===== src/rtl/mgmt_gpio_in_sampler_if.sv =====
`default_nettype none
// ============================================================================
//  Module   : mgmt_gpio_in_sampler_if
//  Purpose  : Bundles the pad-input, configuration, status-clear and result
//             signals of mgmt_gpio_in_sampler.
//             master : housekeeping/pad side (drives pins, config, clear)
//             slave  : the sampler itself (drives level, status, irq)
//  Signals  : mgmt_gpio_in_buf [N_IO]   asynchronous buffered pad inputs
//             debounce_limit   [DBNC_W] commit after limit+1 stable cycles
//             rise_en/fall_en  [N_IO]   per-pin edge capture enables
//             clr_valid        [1]      strobe applying clr_mask
//             clr_mask         [N_IO]   write-1-to-clear mask for edge_status
//             gpio_level       [N_IO]   debounced level per pin
//             edge_status      [N_IO]   sticky captured-edge bits
//             irq              [1]      OR of edge_status
//  Revision : 1.0  initial release
// ============================================================================
interface mgmt_gpio_in_sampler_if #(
    parameter int N_IO   = 19,
    parameter int DBNC_W = 8
);
    logic [N_IO-1:0]   mgmt_gpio_in_buf;
    logic [DBNC_W-1:0] debounce_limit;
    logic [N_IO-1:0]   rise_en;
    logic [N_IO-1:0]   fall_en;
    logic              clr_valid;
    logic [N_IO-1:0]   clr_mask;
    logic [N_IO-1:0]   gpio_level;
    logic [N_IO-1:0]   edge_status;
    logic              irq;

    modport master (
        output mgmt_gpio_in_buf, debounce_limit, rise_en, fall_en, clr_valid, clr_mask,
        input  gpio_level, edge_status, irq
    );

    modport slave (
        input  mgmt_gpio_in_buf, debounce_limit, rise_en, fall_en, clr_valid, clr_mask,
        output gpio_level, edge_status, irq
    );
endinterface
`default_nettype wire


===== src/rtl/mgmt_gpio_in_sampler.sv =====
`default_nettype none
// ============================================================================
//  Module   : mgmt_gpio_in_sampler
//  Purpose  : Receive-side conditioning of the management GPIO pad inputs:
//             multi-flop synchroniser, per-pin debounce, enabled rise/fall
//             capture into sticky status bits and a level interrupt.
//  Ports    : wb_clk_i  clock for the whole block
//             wb_rst_i  synchronous active-high reset
//             bus       mgmt_gpio_in_sampler_if.slave (pins, config, clear,
//                       gpio_level, edge_status, irq)
//  Notes    : N_IO / DBNC_W must match the parameters of the connected
//             interface instance.
//  Revision : 1.0  initial release
// ============================================================================
module mgmt_gpio_in_sampler #(
    parameter int N_IO        = 19,
    parameter int SYNC_STAGES = 2,
    parameter int DBNC_W      = 8
) (
    input  logic                    wb_clk_i,
    input  logic                    wb_rst_i,
    mgmt_gpio_in_sampler_if.slave   bus
);

    // A single-flop chain is not a synchroniser; clamp to the minimum depth.
    localparam int c_SYNC_DEPTH = (SYNC_STAGES < 2) ? 2 : SYNC_STAGES;

    logic [c_SYNC_DEPTH-1:0][N_IO-1:0] r_sync;
    logic [N_IO-1:0][DBNC_W-1:0]       r_cnt;
    logic [N_IO-1:0]                   r_level;
    logic [N_IO-1:0]                   r_status;

    logic [N_IO-1:0] w_sync;
    logic [N_IO-1:0] w_mismatch;
    logic [N_IO-1:0] w_commit;
    logic [N_IO-1:0] w_set;
    logic [N_IO-1:0] w_clr;
    logic [N_IO-1:0] w_status_nxt;

    // ------------------------------------------------------------------
    // Synchroniser: new samples enter at index 0, last stage is the output.
    // ------------------------------------------------------------------
    always_ff @(posedge wb_clk_i) begin
        if (wb_rst_i) begin
            r_sync <= '0;
        end else begin
            r_sync <= {r_sync[c_SYNC_DEPTH-2:0], bus.mgmt_gpio_in_buf};
        end
    end

    assign w_sync     = r_sync[c_SYNC_DEPTH-1];
    assign w_mismatch = w_sync ^ r_level;

    // ------------------------------------------------------------------
    // Debounce commit: the >= compare lets a mid-count reduction of the
    // limit commit immediately instead of letting the counter run away.
    // A limit of 0 commits on the very first mismatched cycle.
    // ------------------------------------------------------------------
    always_comb begin
        w_commit = '0;
        for (int i = 0; i < N_IO; i++) begin
            w_commit[i] = w_mismatch[i] && (r_cnt[i] >= bus.debounce_limit);
        end
    end

    // Edge events exist only on the commit cycle, so enables are sampled there.
    assign w_set = w_commit & ((w_sync & bus.rise_en) | (~w_sync & bus.fall_en));
    assign w_clr = bus.clr_valid ? bus.clr_mask : '0;

    // Set is OR-ed after the clear so a same-cycle collision keeps the bit.
    assign w_status_nxt = (r_status & ~w_clr) | w_set;

    always_ff @(posedge wb_clk_i) begin
        if (wb_rst_i) begin
            r_cnt    <= '0;
            r_level  <= '0;
            r_status <= '0;
        end else begin
            for (int i = 0; i < N_IO; i++) begin
                // Matching input (bounce back) or a commit restarts the count;
                // the counter is bounded by the limit so it never wraps.
                if (!w_mismatch[i] || w_commit[i]) begin
                    r_cnt[i] <= '0;
                end else begin
                    r_cnt[i] <= r_cnt[i] + DBNC_W'(1);
                end
            end
            r_level  <= r_level ^ w_commit;
            r_status <= w_status_nxt;
        end
    end

    assign bus.gpio_level  = r_level;
    assign bus.edge_status = r_status;
    assign bus.irq         = |r_status;

endmodule
`default_nettype wire

===== src/flat_wrapper.sv =====
// flat-port wrapper written by rule: the top's interface ports become plain ports
module mgmt_gpio_in_sampler_flat 
#(
    parameter int N_IO        = 19,
    parameter int SYNC_STAGES = 2,
    parameter int DBNC_W      = 8
)
  (wb_clk_i, wb_rst_i, bus_mgmt_gpio_in_buf, bus_debounce_limit, bus_rise_en, bus_fall_en, bus_clr_valid, bus_clr_mask, bus_gpio_level, bus_edge_status, bus_irq);
  mgmt_gpio_in_sampler_if #(.N_IO(N_IO), .DBNC_W(DBNC_W)) bus_i ();
  input  logic wb_clk_i;
  input  logic wb_rst_i;
  input wire logic [$bits(bus_i.mgmt_gpio_in_buf)-1:0] bus_mgmt_gpio_in_buf;
  input wire logic [$bits(bus_i.debounce_limit)-1:0] bus_debounce_limit;
  input wire logic [$bits(bus_i.rise_en)-1:0] bus_rise_en;
  input wire logic [$bits(bus_i.fall_en)-1:0] bus_fall_en;
  input wire logic [$bits(bus_i.clr_valid)-1:0] bus_clr_valid;
  input wire logic [$bits(bus_i.clr_mask)-1:0] bus_clr_mask;
  output wire logic [$bits(bus_i.gpio_level)-1:0] bus_gpio_level;
  output wire logic [$bits(bus_i.edge_status)-1:0] bus_edge_status;
  output wire logic [$bits(bus_i.irq)-1:0] bus_irq;
  assign bus_i.mgmt_gpio_in_buf = bus_mgmt_gpio_in_buf;
  assign bus_i.debounce_limit = bus_debounce_limit;
  assign bus_i.rise_en = bus_rise_en;
  assign bus_i.fall_en = bus_fall_en;
  assign bus_i.clr_valid = bus_clr_valid;
  assign bus_i.clr_mask = bus_clr_mask;
  assign bus_gpio_level = bus_i.gpio_level;
  assign bus_edge_status = bus_i.edge_status;
  assign bus_irq = bus_i.irq;
  mgmt_gpio_in_sampler #(.N_IO(N_IO), .SYNC_STAGES(SYNC_STAGES), .DBNC_W(DBNC_W)) u_core (.wb_clk_i(wb_clk_i), .wb_rst_i(wb_rst_i), .bus(bus_i));
endmodule

===== config.mk =====
export PLATFORM = sky130hd
export DESIGN_NAME = mgmt_gpio_in_sampler_flat
export DESIGN_NICKNAME = d
export VERILOG_FILES = /design/src/rtl/mgmt_gpio_in_sampler_if.sv /design/src/rtl/mgmt_gpio_in_sampler.sv /design/src/flat_wrapper.sv
export SDC_FILE = /design/constraint.sdc
export NUM_CORES = 1
export LEC_CHECK = 0
export BUFFER_PORTS_ARGS = -buffer_cell sky130_fd_sc_hd__buf_4
export CAP_MARGIN = 40
export CORE_ASPECT_RATIO = 1.2
export CORE_MARGIN = 1.5
export CORE_UTILIZATION = 45
export DETAILED_ROUTE_END_ITERATION = 8
export PLACE_DENSITY = 0.74
export SLEW_MARGIN = 10
export SYNTH_ARGS = -nofsm -noshare
export SYNTH_HDL_FRONTEND = slang
export SYNTH_SLANG_ARGS = --single-unit

===== constraint.sdc =====
create_clock -name wb_clk_i -period 2 [get_ports wb_clk_i]
set_clock_uncertainty 0.15 [all_clocks]
set_input_delay 0.2 -clock wb_clk_i [delete_from_list [all_inputs] [get_ports wb_clk_i]]
set_output_delay 0.2 -clock wb_clk_i [all_outputs]
set_load 0.05 [all_outputs]

==> results of run 1 <==
-- per-layer routing --
metal / share of wire / up-vias / wire (um)
met2: 0.50 / 196 / 14900
met5: 0 / - / 0
met1: 0.43 / 4862 / 12700
met3: 0.039 / 57 / 1160
met4: 0.029 / 0 / 849
li1: - / 5234 / -
-- registers in the layout, summed over array words and instances (netlist names), named ones only --
| name | count |
|---|---|
| u_core.w_sync | 19 |
| u_core.r_cnt | 152 |
| u_core.r_sync | 19 |
| u_core.bus.edge_status | 19 |
-- stage by stage --
step	TNS (ns)	hold WS, ns	setup slack [ns]
finish	-0.470	0.0141	-0.470
global route	-0.579	0.0259	-0.579
CTS	-0.538	0.00841	-0.538
detailed placement	-11.15	0.267	-0.150
global placement	-6.22	0.263	-0.103
floorplan	0	0.178	0.0501
-- cells by family (layout without fill, tap and decap cells) --
group / Yosys count / count (layout)
xor+xnor: 133 / 133
simple gates: 539 / 539
fa+ha+maj: 171 / 171
compound gates: 181 / 181
buf+inv: 53 / 364
flops: 228 / 228
mux: 19 / 19
-- Yosys cell counts (all sizes together) (14+ instances only) --
library cell	number
and3	44
dfxtp	228
ha	171
nand2b	66
inv	36
a21oi	39
nor2b	48
mux2i	19
nand2	91
o2111ai	18
nand3b	19
nand3	89
xnor2	45
xor2	88
o21ai	39
nor2	165
clkbuf	14
o22ai	19
-- tightest hold or removal path: stages --
cell and delay (ns):
buf_4 0.08, nand3b_1 0.06, o21ai_0 0.08, nand2b_1 0.08, o22ai_1 0.12
-- timing repair --
action	4_1_cts	5_1_grt
hold endpoints to repair	38	0
gates resized for setup	4	5
pin swaps	3	8
setup endpoints to repair	1	34
hold buffers	78	0
-- final timing paths --
| kind | start | end | cells after the start |
|---|---|---|---|
| worst max-delay path | u_core.bus.edge_status[11] | bus_irq | 5 |
| worst min-delay path | bus_fall_en[15] | u_core.bus.edge_status[15] | 5 |
| worst max register to register | u_core.r_cnt[146] | u_core.r_cnt[146] | 5 |
| worst min register to register | u_core.r_sync[3] | u_core.w_sync[3] | 1 |
-- power groups by stage --
| stage | combinational, mW | clock, mW | sequential (mW) |
|---|---|---|---|
| after floorplan | 0.339 | 0 | 4.72 |
| after global placement | 0.682 | 0 | 4.72 |
| after detailed placement | 0.704 | 0 | 4.72 |
| after CTS | 0.815 | 4.26 | 4.62 |
| after global routing | 0.908 | 4.47 | 4.63 |
| final | 0.820 | 4.17 | 4.62 |
-- final cells by class --
| class | instances | area [sq um] | area share |
|---|---|---|---|
| Timing Repair Buffer | 289 | 2480 | 0.158 |
| Clock buffer | 36 | 707 | 0.0450 |
| Sequential cell | 228 | 4570 | 0.291 |
| Inverter | 36 | 139 | 0.00883 |
| Clock inverter | 3 | 15.0 | 0.000955 |
| Tap cell | 335 | 419 | 0.0267 |
| Multi-Input combinational cell | 1043 | 7390 | 0.470 |
==> flow_summary.ini, run 1 <==
[outcome]
outcome = complete, but fails checks
violations = negative setup slack

[timing]
finalHoldViolCount = 0
timing.final.ws_setup_ns = -0.470
slew_violations = 0
rsz0062_at_grt = true
worstMarginPinSlew_ns = 0.397
setup_violations = 1
finalCriticalPeriod_ns = 2.47
fin_crit_sh = 1.23
max_freq_mhz = 405
slew_headroom = 0.733

[global_routing]
overflow = 0
grt_pass1_vias = 10628
grt_max_degree = 25
met1_usage = 0.257
grt_pass1_wl_um = 49600
grt.busiest_layer = met2
gr-usage-met3 = 0.0234
grtUsageTotal = 0.214
antenna_found_initial = 0
grtUsageMet2 = 0.394

[floorplanning]
die_h_um = 183
initial_core_util = 0.459
ios = 126
placementRows = 65
die_w_um = 153
coreArea_sq_mm = 0.0264
dieArea_sq_mm = 0.0279

[route]
routed_via_density = 5.25
drc = 0
drt_first_pass_iters = 7
post_drt_wl_per_cell_um = 15.0
drt-initial-drc-count = 384
routed_wl_um = 29600
ant_nets = 0
vias = 10349

[pwr]
total_power_mw = 9.61
cellLeakagePower_nw = 6.97
p_switching_mw = 2.17
p_int_mw = 7.44
power_frac_comb = 0.085
clkPwrFrac = 0.433
p_sw_frac = 0.226
peakVddDrop_mv = 0.497
powerDensity_mw_per_mm2 = 611
power_frac_seq = 0.481

[place]
dp_hpwl_um = 20700
routabilityCongestion = 0.849
io_buffers = 125
dpl_cell_area_sq_mm = 0.0142
dp_cells = 1853

[yosys]
synth_mux_area_frac = 0.0157
synth_top_family_by_area = simple AND/OR/NAND/NOR gates
synth_top_area_frac = 0.376
syn_area_sq_mm = 0.0121
avgSynthCellArea_sq_um = 9.16
yosys_warnings = 0
syn_nets = 1582
synth-simple-area-share = 0.218
synth_cells = 1324
synth_async_sr_flop_share = 0
synthXorXnorAreaFrac = 0.0961
ys_seq_area_frac = 0.376
synth-compound-area-share = 0.101
synth_area_leaders = dfxtp_1 38%, ha_1 18%, xor2_1 6.4%
synth_edf_count = 0
ys_ff_latch = 228
synth_fa_ha_area_frac = 0.176
synth_largest_area_cell = dfxtp_1
ys_types = 33
synthFlopType = dfxtp_1

[finish]
final_common_cell = dfxtp_1
syn_to_final_growth_pct = 29.7
nNetsFinal = 1880
diodes = 0
post-route-util = 0.595
fillers = 2135
layout_common_cells = 226 x dfxtp_1, 201 x buf_4, 171 x ha_1
instances_no_fill = 1970
stdcell_area_sq_mm = 0.0157
layout-drive-gt1-share = 0.154

[setup_path]
cp_slowest_cell = or4_4
cp_num_buf_inv = 2
slowest_delay_ns = 0.47
worstPathMaxFanout = 3
critPathRequiredTime_ns = 1.65
worstSetupStartpointType = flip-flop
cpLargestDelayFamily = simple AND/OR/NAND/NOR gates
endpoint_kind = output port
crit_arrival_ns = 2.12
reg2reg_slack_ns = 0.13
crit_type = reg -> out
cp_cell_sequence = nor4_2, buf_4, nand4_1, or4_4, buf_6

[hold_path]
min_path_type = in -> reg

[clocking]
numCtsBuffers = 24
cts_tree = done
h-tree-depth = 1
post_cts_buffers = 0
clk_pin_slew_ns = 0.06
root_buffer = clkbuf_16
clockBufferDepth = 3
cts_sinks = 228
clk_latency_ns = 0.51

[flow_run]
drv_cap = 0
Note: power is estimated with default switching activity, not from simulation.
==> inputs of run 2 (changes only) <==
Settings changed: CORE_UTILIZATION 45 to 54, GPL_TIMING_DRIVEN set to 0, PLACE_DENSITY 0.74 to 0.85.
==> run 2 against run 1 <==
The flow finishes with violations (design-rule violations, negative setup slack). Sequential share of layout area up 0.87 points. Clock power up 11%. Via count up 4.9%. Non-clock buffer count fell by 70. Combinational power increased by 2%. Largest power group is now the clock network. Utilization up 11 points. First-iteration DRC count grew 120%.
==> flow_summary.ini, run 2 (synthesis results as in run 1) <==
[outcome]
outcome = complete, but fails checks
violations = design-rule violations, negative setup slack

[floorplanning]
die_h_um = 167
initial_core_util = 0.555
coreArea_sq_mm = 0.0219
die_w_um = 140
placementRows = 59
dieArea_sq_mm = 0.0234
ios = 126

[timing]
slew_headroom = 0.452
whs_ns = 0.0427
slew_violations = 0
rsz0062_at_grt = true
finalCriticalPeriod_ns = 2.49
finalHoldViolCount = 0
setup_violations = 1
worstMarginPinSlew_ns = 0.821
max_freq_mhz = 402
fin_crit_sh = 1.24
timing.final.ws_setup_ns = -0.488

[route]
drt-initial-drc-count = 834
ant_nets = 0
routed_wl_um = 34400
drt_first_pass_iters = 7
routed_via_density = 5.88
vias = 10851
post_drt_wl_per_cell_um = 18.6
drc = 8

[global_routing]
grtUsageTotal = 0.283
grt_pass1_vias = 11121
antenna_found_initial = 1
grt_max_degree = 20
overflow = 0
grt_pass1_wl_um = 53800

[pwr]
p_switching_mw = 2.36
power_frac_seq = 0.458
cellLeakagePower_nw = 6.65
powerDensity_mw_per_mm2 = 660
power_frac_comb = 0.083
peakVddDrop_mv = 0.563
clkPwrFrac = 0.459
p_sw_frac = 0.233
p_int_mw = 7.75

[clocking]
root_buffer = clkbuf_16
clk_pin_slew_ns = 0.07
clk_latency_ns = 0.53
cts_tree = done
h-tree-depth = 1
cts_sinks = 228
clockBufferDepth = 3
numCtsBuffers = 24

[finish]
nNetsFinal = 1810
layout-drive-gt1-share = 0.134
post-route-util = 0.701
layout_common_cells = 211 x dfxtp_1, 171 x ha_1, 165 x nor2_1
final_common_cell = dfxtp_1
top_register = u_core.r_cnt
syn_to_final_growth_pct = 26.4
fillers = 1469
largest_register_ffs = 152

[setup_path]
cp_slowest_cell = or4_1
cpLargestDelayFamily = simple AND/OR/NAND/NOR gates
crit_type = reg -> out
slowest_delay_ns = 0.47
worstPathMaxFanout = 3
crit_arrival_ns = 2.14
cp_num_buf_inv = 1
endpoint_kind = output port
critPathRequiredTime_ns = 1.65
cp_cell_sequence = nor4_4, nand4_1, or4_1, buf_6
worstSetupStartpointType = flip-flop

[place]
io_buffers = 123
routabilityCongestion = 0.866
dp_hpwl_um = 21500

[flow_run]
drv_cap = 0

[hold_path]
min_path_type = in -> reg
run 2: path summary, 6_finish.rpt:
check | from | endpoint | slack, ns | depth (start not counted)
max | u_core.bus.edge_status[13] | bus_irq | -0.49 | 4
min | bus_rise_en[17] | u_core.bus.edge_status[17] | 0.04 | 5
max reg2reg | u_core.r_cnt[149] | u_core.r_cnt[146] | 0.01 | 5
min reg2reg | u_core.r_sync[5] | u_core.w_sync[5] | 0.29 | 1
run 2: repair_timing:
action                                 CTS  global route
setup buffers                            1             2
setup endpoints to repair              143           144
pin swaps                                2            17
endpoints found under the hold margin   38             0
gates resized for setup                 10            35
hold buffers                            70             0
run 2: power groups by stage:
stage,Combinational (mW),Clock (mW),Sequential (mW)
finish,0.839,4.64,4.63
CTS,0.789,4.62,4.63
floorplan,0.339,0,4.72
detailed placement,0.681,0,4.73
global route,0.904,4.83,4.64
global placement,0.613,0,4.73
run 2: metrics by stage:
stage	worst slack [ns]	TNS, ns	power [mW]	cells	area, sq um
2_1_floorplan	0.0501	0	5.06	1324	12100
3_3_place_gp	-0.685	-111.84	5.34	1721	13400
3_5_place_dp	-0.697	-110.16	5.41	1727	13600
4_1_cts	-0.470	-0.470	10.0	1841	15100
5_1_grt	-0.504	-1.18	10.4	1843	15300
6_report	-0.488	-0.488	10.1	1845	15300
run 2: cell type report:
type / instances / area, sq um / share of cell area
multi-input cells: 1043 / 7540 / 0.492
flip-flops and latches: 228 / 4590 / 0.299
repair buffers: 202 / 1830 / 0.119
clock buffers: 35 / 723 / 0.0472
well taps: 274 / 343 / 0.0224
inverters: 36 / 143 / 0.00931
clock inverters: 8 / 92.6 / 0.00604
plain buffers: 17 / 65.1 / 0.00425
diodes: 2 / 5.00 / 0.000327
run 2: layer usage:
layer,up-vias,part of all wire,global-route usage
met3,176,0.061,0.0409
li1,5100,-,-
met5,-,0,0
met2,441,0.48,0.494
met4,0,0.066,0.183
met1,5134,0.39,0.325
run 2: worst reg2reg max path, stage by stage (launching register included):
cell and delay [ns]:
dfxtp_2 0.35, ha_1 0.30, a21oi_1 0.18, o21ai_0 0.15
a2111o_1 0.57, nor2_1 0.19
==> inputs of run 3 (changes only) <==
Settings changed: GPL_TIMING_DRIVEN 0 to not set, SETUP_SLACK_MARGIN set to 0.1.
==> run 3 against run 2 <==
The flow still finishes with violations (design-rule violations, negative setup slack). Power down 0.77%. Worst hold slack lost 0.019 ns. Non-clock buffer count is 62 higher. Largest power group is now sequential cells.
==> flow_summary.ini, run 3 (synthesis results as in run 1) <==
[outcome]
outcome = complete, but fails checks
violations = design-rule violations, negative setup slack

[clocking]
cts_sinks = 228
h-tree-depth = 1
cts_tree = done
clk_latency_ns = 0.53
clk_pin_slew_ns = 0.06
clockBufferDepth = 3
root_buffer = clkbuf_16
numCtsBuffers = 23

[global_routing]
met1_usage = 0.317
grt.busiest_layer = met2
grt_pass1_wl_um = 57100
grtUsageTotal = 0.300
antenna_found_initial = 0
overflow = 0
grt_max_degree = 51
grtUsageMet2 = 0.550
gr-usage-met3 = 0.0495
grt_pass1_vias = 11750

[timing]
fin_crit_sh = 1.34
rsz0062_at_grt = true
finalHoldViolCount = 0
setup_violations = 5
timing.final.ws_setup_ns = -0.689
slew_violations = 0
whs_ns = 0.0236
max_freq_mhz = 372
finalCriticalPeriod_ns = 2.69
slew_headroom = 0.584
worstMarginPinSlew_ns = 0.623

[setup_path]
regToRegStartpoint = u_core.r_cnt[2]
critPathRequiredTime_ns = 1.65
crit_type = reg -> out
worstSetupStartpointType = flip-flop
r2r-end = u_core.r_cnt[4]
worstPathMaxFanout = 3
reg2reg_slack_ns = -0.03
crit_arrival_ns = 2.34
endpoint_kind = output port
r2r_cells = 5

[flow_run]
drv_cap = 0

[route]
routed_wl_um = 39800
drc = 3
routed_via_density = 6.11
drt-initial-drc-count = 1081
post_drt_wl_per_cell_um = 20.9
ant_nets = 0
vias = 11619
drt_first_pass_iters = 7

[finish]
layout_common_cells = 198 x buf_4, 193 x dfxtp_1, 162 x nor2_1
nNetsFinal = 1871
layout-drive-gt1-share = 0.198
syn_to_final_growth_pct = 31.7
top_register = u_core.r_cnt
final_common_cell = buf_4
diodes = 0
fillers = 1305
instances_no_fill = 1902
largest_register_ffs = 152

[pwr]
total_power_mw = 10.0
peakVddDrop_mv = 0.602
powerDensity_mw_per_mm2 = 629
cellLeakagePower_nw = 6.97

[hold_path]
hold_end = u_core.bus.edge_status[18]
min_path_type = in -> reg
min_path_cells = 5
hp-start = bus_fall_en[18]

[place]
dp_cells = 1781
dp_hpwl_um = 20800
routabilityCongestion = 0.841
io_buffers = 125

[floorplanning]
dieArea_sq_mm = 0.0234
initial_core_util = 0.555
placementRows = 59
die_h_um = 167
die_w_um = 140
ios = 126
coreArea_sq_mm = 0.0219
-- run 3: through the flow --
step	worst slack, ns	utilization	setup TNS, ns	area (sq um)
6_report	-0.689	0.731	-0.769	16000
3_5_place_dp	-0.129	0.642	-7.95	14000
4_1_cts	-0.498	0.713	-0.498	15600
2_1_floorplan	0.0963	-	0	12100
3_3_place_gp	-0.100	0.642	-2.30	14000
5_1_grt	-0.728	0.731	-1.03	16000
-- run 3: layer usage --
| layer | share of wire | vias to the layer above |
|---|---|---|
| met1 | 0.35 | 5435 |
| met4 | 0.081 | 0 |
| met2 | 0.49 | 690 |
| li1 | - | 5203 |
| met3 | 0.075 | 291 |
| met5 | 0 | - |
-- run 3: worst max path at each step --
stage / end / depth (start not counted) / start / slack [ns]
detailed placement: u_core.r_cnt[18] / 8 / bus_debounce_limit[2] / -0.13
CTS: bus_irq / 5 / u_core.bus.edge_status[11] / -0.50
finish: bus_irq / 5 / u_core.bus.edge_status[11] / -0.69
global route: bus_irq / 5 / u_core.bus.edge_status[11] / -0.73
global placement: bus_irq / 5 / u_core.bus.edge_status[14] / -0.10
floorplan: u_core.r_cnt[42] / 6 / bus_debounce_limit[2] / 0.1
-- run 3: area by class of cell --
cell class              instances  area [sq um]  area share
multi-input cells            1043          7680       0.481
flip-flops and latches        228          4620       0.290
repair buffers                281          2410       0.151
clock buffers                  31           646      0.0404
well taps                     274           343      0.0215
inverters                      36           143     0.00893
clock inverters                 9           120     0.00752
-- run 3: timing repair --
| item | in CTS | in global routing |
|---|---|---|
| setup endpoints to repair | 9 | 103 |
| endpoints found under the hold margin | 38 | 0 |
| hold buffers | 73 | 0 |
| buffers inserted | 0 | 8 |
| pin swaps | 5 | 41 |
| resized for setup | 15 | 76 |
-- run 3: worst max-delay path: stages, from the launching register on --
cell     delay [ns]
dfxtp_2        0.35
nor4_4         0.31
buf_4          0.17
nand4_1        0.30
or4_4          0.52
buf_6          0.17
-- run 3: power breakdown --
group          switching [mW]  total [mW]  internal, mW
combinational           0.456       0.912         0.456
sequential             0.0379        4.62          4.58
clock                    1.86        4.50          2.64
